`src/rtl/jtcop_pkg.sv`:
```
// Shared definitions for the DEC0 object RAM port controller: state encoding
// and the default object RAM address width.
package jtcop_pkg;

  localparam int OBJ_AW = 10;

  typedef logic [2:0] state_t;

  localparam state_t ST_IDLE     = 3'd0;
  localparam state_t ST_CPU_ACC  = 3'd1;
  localparam state_t ST_CPU_HOLD = 3'd2;
  localparam state_t ST_DMA_RD   = 3'd3;
  localparam state_t ST_DMA_WR   = 3'd4;

endpackage

```
`src/rtl/jtcop_objdma.sv`:
```
// Object RAM port controller: arbitrates the single-port object RAM between
// CPU bus cycles and the per-frame DMA copy into the line-buffer source RAM.
module jtcop_objdma
  import jtcop_pkg::*;
#(
  parameter int AW = OBJ_AW
) (
  input  logic          rst,
  input  logic          clk,
  input  logic          dma_start,
  input  logic          cpu_cs,
  input  logic [AW-1:0] cpu_addr,
  input  logic          cpu_rnw,
  input  logic [1:0]    cpu_dsn,
  input  logic [15:0]   cpu_dout,
  output logic [15:0]   cpu_din,
  output logic          cpu_ok,
  output logic [AW-1:0] ram_addr,
  output logic [1:0]    ram_we,
  output logic [15:0]   ram_din,
  input  logic [15:0]   ram_dout,
  output logic [AW-1:0] buf_addr,
  output logic          buf_we,
  output logic [15:0]   buf_din,
  output logic          busy
);

  state_t        state, state_next;
  logic [AW-1:0] cnt, cnt_next;
  logic          pending, pending_next;
  logic          in_copy, in_copy_next;
  logic [15:0]   din_hold, din_hold_next;
  logic [AW-1:0] ram_addr_next, buf_addr_next;
  logic [1:0]    ram_we_next;
  logic [15:0]   ram_din_next;
  logic          buf_we_next, cpu_ok_next;
  logic          last_word;

  assign last_word = &cnt;
  assign busy      = pending | (state == ST_DMA_RD) | (state == ST_DMA_WR);
  // The RAM word for the CPU arrives on the first hold cycle; show it at once.
  assign cpu_din   = (state == ST_CPU_HOLD) ? ram_dout : din_hold;
  assign buf_din   = buf_we ? ram_dout : 16'd0;

  always_ff @(posedge clk or posedge rst) begin
    if (rst) begin
      state    <= ST_IDLE;
      cnt      <= '0;
      pending  <= 1'b0;
      in_copy  <= 1'b0;
      din_hold <= 16'd0;
      ram_addr <= '0;
      ram_we   <= 2'b00;
      ram_din  <= 16'd0;
      buf_addr <= '0;
      buf_we   <= 1'b0;
      cpu_ok   <= 1'b0;
    end else begin
      state    <= state_next;
      cnt      <= cnt_next;
      pending  <= pending_next;
      in_copy  <= in_copy_next;
      din_hold <= din_hold_next;
      ram_addr <= ram_addr_next;
      ram_we   <= ram_we_next;
      ram_din  <= ram_din_next;
      buf_addr <= buf_addr_next;
      buf_we   <= buf_we_next;
      cpu_ok   <= cpu_ok_next;
    end
  end

  always_comb begin
    state_next = state;
    case (state)
      ST_IDLE: begin
        if (cpu_cs)       state_next = ST_CPU_ACC;
        else if (pending) state_next = ST_DMA_RD;
      end
      ST_CPU_ACC:  state_next = ST_CPU_HOLD;
      ST_CPU_HOLD: begin
        if (!cpu_cs) state_next = in_copy ? ST_DMA_RD : ST_IDLE;
      end
      ST_DMA_RD:   state_next = ST_DMA_WR;
      ST_DMA_WR: begin
        // A CPU grant always returns to DMA_RD, so granting here whenever the
        // CPU asks yields strict word-by-word alternation.
        if (last_word)   state_next = ST_IDLE;
        else if (cpu_cs) state_next = ST_CPU_ACC;
        else             state_next = ST_DMA_RD;
      end
      default:     state_next = ST_IDLE;
    endcase
  end

  always_comb begin
    cnt_next      = cnt;
    pending_next  = pending;
    in_copy_next  = in_copy;
    din_hold_next = (state == ST_CPU_HOLD) ? ram_dout : din_hold;
    ram_addr_next = ram_addr;
    ram_din_next  = ram_din;
    buf_addr_next = buf_addr;
    ram_we_next   = 2'b00;
    buf_we_next   = 1'b0;
    cpu_ok_next   = (state_next == ST_CPU_HOLD);

    if (dma_start && !busy) pending_next = 1'b1;
    if (state == ST_IDLE && state_next == ST_DMA_RD) in_copy_next = 1'b1;
    if (state == ST_DMA_WR) begin
      cnt_next = cnt + AW'(1);
      if (last_word) begin
        pending_next = 1'b0;
        in_copy_next = 1'b0;
      end
    end

    case (state_next)
      ST_CPU_ACC: begin
        ram_addr_next = cpu_addr;
        if (!cpu_rnw) begin
          ram_we_next  = ~cpu_dsn;
          ram_din_next = cpu_dout;
        end
      end
      ST_DMA_RD: ram_addr_next = cnt_next;
      ST_DMA_WR: begin
        buf_we_next   = 1'b1;
        buf_addr_next = cnt;
      end
      default: ;
    endcase
  end

endmodule
```
`config.mk`:
```
export PLATFORM = sky130hd
export DESIGN_NAME = jtcop_objdma
export DESIGN_NICKNAME = d
export VERILOG_FILES = /design/src/rtl/jtcop_pkg.sv /design/src/rtl/jtcop_objdma.sv
export SDC_FILE = /design/constraint.sdc
export NUM_CORES = 1
export LEC_CHECK = 0
export CAP_MARGIN = 20
export CORE_MARGIN = 4
export CORE_UTILIZATION = 46
export DETAILED_ROUTE_END_ITERATION = 12
export GPL_TIMING_DRIVEN = 0
export PLACE_DENSITY = 0.85
export SLEW_MARGIN = 20
export SYNTH_ARGS = -nofsm -noshare
export SYNTH_HDL_FRONTEND = slang
export SYNTH_SLANG_ARGS = --single-unit
```
`constraint.sdc`:
```
create_clock -name clk -period 3.7 [get_ports clk]
set_input_delay 0.74 -clock clk [delete_from_list [all_inputs] [get_ports clk]]
set_output_delay 0.74 -clock clk [all_outputs]
set_load 0.1 [all_outputs]
```
Word level (Yosys, flattened, before mapping)
Cells that the tools add are included.
Widths: inputs -> output; s select.

word-level totals
  RAM bits = 0
  bits in latches = 0
  ROM bits = 0
  word-level logic and storage cells = 51
  bits in registers = 71
  memories = 0

cells by class
  multiplexer cells = 20
  reductions and logical operators = 7
  add/sub/neg operators = 1
  eq/ne operators = 8
  order comparisons = 0
  $mul = 0
  divide/modulo/power cells = 0
  bitwise operators = 4
  shift operators = 0

operators by type and width
  cell                   count
  $mux 16                2
  $pmux 10 s2            1
  $pmux 3 s5             1
  $eq 3x2->1 const B     4
  $add 10x1->10 const B  1
  $mux 10                1
  $mux 2                 5
  $reduce_and 10->1      1
  $mux 3                 3
  $mux 1                 7
  $eq 3x1->1 const B     2
  $eq 3x3->1 const B     2
  $logic_not 3->1        1
  $logic_and 1x1->1      2
  $not 2->2              1
  $or 1x1->1             2
  $reduce_and 2->1       1
  $reduce_bool 2->1      1
  $logic_not 1->1        1
  $not 1->1              1

Longest topological paths before layout
  word-level depth = 8
  mapped depth = 8
  depth with buffers taken out = 6

Worst setup path after synthesis
OpenSTA, ideal clock, no wires.

  kind = reg-to-output
  start point = reg buf_we
  end point = out buf_din[15]
  path slack = 0.957 ns
  buffers on the path = 1
  data arrival time = 2.003 ns
  required time = 2.960 ns
  stages on the path, launching flop included = 3
  path through = dfrtp_1 clkbuf_1 and2_1

on the way
  longest elaborated chain between the ends = 1

RTL lines
  item                    line                text
  from (decl)             jtcop_objdma.sv:23  output logic buf_we,
  from (signal assigned)  jtcop_objdma.sv:68  buf_we <= buf_we_next;
  $mux 16                 jtcop_objdma.sv:43  assign buf_din = buf_we ? ram_dout : 16'd0;
  to (decl)               jtcop_objdma.sv:24  output logic [15:0] buf_din,

No other way between the ends.

Worst setup path after layout
  start point = reg state[0]
  end point = out cpu_din[15]

on the way
  longest elaborated chain between the ends = 2

RTL lines
  item                    line                text
  from (decl)             jtcop_objdma.sv:28  state_t state, state_next;
  from (signal assigned)  jtcop_objdma.sv:59  state <= state_next;
  $eq 3x2->1              jtcop_objdma.sv:42  assign cpu_din = (state == ST_CPU_HOLD) ? ram_dout : din_hold;
  $mux 16                 --
  to (decl)               jtcop_objdma.sv:16  output logic [15:0] cpu_din,

No other way between the ends.

==> summary.md <==
For the deepest level of the CTS H-tree, the log shows 3. Startpoint-to-endpoint class of the critical path: reg2out. The critical path goes through buf_2 -> nor3b_2 -> mux2_2 -> clkdlybuf4s50_1.

For the worst clock skew, the log shows 9.542 ps. Proportion of layout cells with a drive suffix above 1: 0.1451. TritonCTS created 9 clock buffers. After detailed routing, the total wire length is 7276 um. Subtracting the final worst setup slack from the clock period gives 3509 ps. The post-DP HPWL is 5627 um, and the overall die width is 88.61 um.

Setup total negative slack on the finished layout was measured at 0 ps. In this run the tool buffered the top-level ports with 121 buffer cells. I/O pin count: 122. In this run the most critical hold path is launched from buf_addr[2]. The number of antenna violations at the first check in global routing came out at 0. The slowest stage of the critical path is the sky130_fd_sc_hd__clkdlybuf4s50_1 cell.

The area fraction of the dominant cell type after synthesis was 0.5944; the area fraction in compound gates after synthesis was 0.03181. The first global-routing pass estimated 11650 um of wire. The run gives 0.3256 as the normalized max-slew margin. For this design, the CTS-stage hold fixing added 0 buffers. For the placement row count, the log shows 29. The logs give 431 for the net total in the final layout and 0.7740 for the final weighted congestion of routability-driven global placement. The share of synthesized cell area in and, or, nand and nor gates came out at 0.1507. The worst-case hold slack was 481.0 ps. Startpoint type of the worst setup path: a register.

Max-cap violations in this run came to 0. The final worst-path cycle share works out to 0.9484. By count the netlist is led by 71 x sky130_fd_sc_hd__dfrtp_1, 46 x sky130_fd_sc_hd__nand2_1, 24 x sky130_fd_sc_hd__mux2_2. The area after detailed placement was 0.004319 mm2; the total count of hold-check failures in the final report was 0. After clock tree synthesis, the clock-pin slew on the worst setup and hold paths is 70 ps. In the final routed layout, each cell accounts on average for 15.71 um. In this run the worst path has a maximum fanout of 8. Using the TritonRoute via totals, the vias-per-cell ratio works out to 4.959. The async set-or-reset flop fraction in the synthesized netlist was 1.000; the worst path arrival time was 2770 ps.

At the pin with the least slew margin, the transition time is 1008 ps. In this run, synthesis inferred 0 flip-flops with an integrated enable. The number of global-route vias before repair was 2361. Setup repair after global routing left no endpoint under its margin. The cell type contributing the most total cell area after synthesis was sky130_fd_sc_hd__dfrtp_1. The origin of the worst setup path was state[0].

For the residual DRC count, the log shows 0. Clock tree synthesis selected as its root buffer the cell sky130_fd_sc_hd__clkbuf_8. The highest achievable clock rate was 0.2850 GHz; the starting density of the core was 0.4734.

Entering global routing, the biggest net connects 38 pins. The post-synthesis share of cell area spent on full adders, half adders and majority gates was 0.004186; the total vias in the final route was 2296. The clock passes through at most 2 buffers. The stage delay of the slowest cell on the critical path was 1160 ps. Core area: 0.006314 mm2.

The multiplexer area fraction after synthesis works out to 0.1641. The later pin in the worst-skew pair is clocked with a latency of 330 ps. Summed over all layers, the global routing overflow is 0. The critical path required time is 2960 ps. After synthesis, the largest family of logic cells by area is multiplexers.

The area overhead of the layout relative to synthesis is 51.19%. The post-synthesis instance total is 248, and the register bit total from synthesis is 71. In the post-synthesis netlist, the cell with the most instances is sky130_fd_sc_hd__dfrtp_1. The number of clock sinks came out at 71. The run finished with clean final reports. The antenna violation net count after detailed routing is 0.

After synthesis, the cell types taking the most area are sky130_fd_sc_hd__dfrtp_1 59%, sky130_fd_sc_hd__mux2_2 9.0%, sky130_fd_sc_hd__nand2_1 5.8%. Most used flip-flop cell after synthesis: sky130_fd_sc_hd__dfrtp_1. Yosys mapped the design onto 32 distinct sky130hd cell types.

In this run the worst hold path is classified as reg2reg. The finished layout holds 463 standard cells, fillers aside. The Yosys step of the flow raised 0 warnings. The XOR/XNOR share of the synthesized area was 0.02637. The tools report the iteration count of the initial detailed-routing pass as 5. The proportion of synthesized chip area in sequential cells was 0.5944; the diode insertion count for antenna repair was 0. In this run the post-CTS setup repair buffer count came out at 0.

Startpoint of the worst-slack reg-to-reg timing path: cnt[0]. The post-synthesis instance area was 0.002989 mm2; the mean instance size in the synthesized netlist was 12.05 um2. The chip height is 88.61 um, and the post-placement cell count is 447. For this block, the initial DRC count from the detailed router was 44. Counting every net in the synthesized netlist gives 298.

The worst setup path is captured at an output pin. The die covers 0.007852 mm2. The final count of pins violating max slew was 0; the final-report setup violation count was 0.

After routing the design area is 0.004519 mm2. TritonCTS built the clock tree. The tools report the overall track demand over capacity in global routing as 0.1935.
-- state kept, by name, indices dropped and copies added, names as in the netlist --
name	count
pending	1
state	3
din_hold	16
ram_we	2
cnt	10
buf_we	1
buf_addr	10
ram_din	16
ram_addr	10
in_copy	1
cpu_ok	1
-- final cells by class --
type                    count  area [um2]
well taps                  77       96.34
clock buffers              12       135.1
repair buffers            122        1221
fillers                   466        1794
clock inverters             4       70.07
inverters                   4       17.52
multi-input cells         161        1132
flip-flops and latches     71        1777
plain buffers              12       70.07
-- timing repair --
action / in CTS / in global routing
gates resized for setup: 11 / 1
hold endpoints to repair: 0 / 0
setup endpoints to repair: 16 / 1
pin swaps: 0 / 0
gates cloned: 0 / 0
-- worst paths after layout --
| check | to | slack [ps] | cells past startpoint |
|---|---|---|---|
| min reg2reg | buf_addr[2] | 480 | 2 |
| max in group asynchronous | cnt[8] | 2390 | 3 |
| max reg2reg | ram_din[7] | 1410 | 8 |
| max | cpu_din[15] | 190 | 4 |
| min in group asynchronous | din_hold[8] | 770 | 2 |
| min | buf_addr[2] | 480 | 2 |
-- cell families after synthesis --
| logic type | after synthesis |
|---|---|
| simple gates | 93 |
| flops | 71 |
| mux | 42 |
| compound gates | 16 |
| buf+inv | 16 |
| xor+xnor | 9 |
| fa+ha+maj | 1 |
-- worst max-delay path, delay by kind of cell, from the launching register on --
kind	cells	cell delay, ps
buf+inv	2	1320
mux	1	270
simple gates	1	500
flops	1	350
-- layer usage --
metal  wire, um  track usage  vias to the layer above
li1           -            -                     1096
met1       3065       0.2458                     1099
met2       3517       0.3195                       87
met3        550      0.04190                       14
met4        142      0.08516                        0
met5          0            0                        -
-- through the flow --
step                        util  worst slack, ps
after floorplan                -            957.4
after global placement    0.6805           -119.7
after detailed placement  0.6841           -150.6
after CTS                 0.7154            123.7
after global routing      0.7158            59.95
final                     0.7158            190.9
-- layout by cell type (no fill, tap or decap), drive strengths merged, types with 4 or more instances in the layout --
cell type      count
o21ai             10
and2              17
nand4              4
mux2i             10
clkbuf            18
dlygate4sd2       10
xnor2              9
nand2             46
nor2               8
buf                7
clkdlybuf4s50    110
inv                4
nand3              4
dfrtp             71
mux2              32
Power is not shown: default switching activity piles up to over one toggle a cycle in this logic, so the estimate is an artifact.
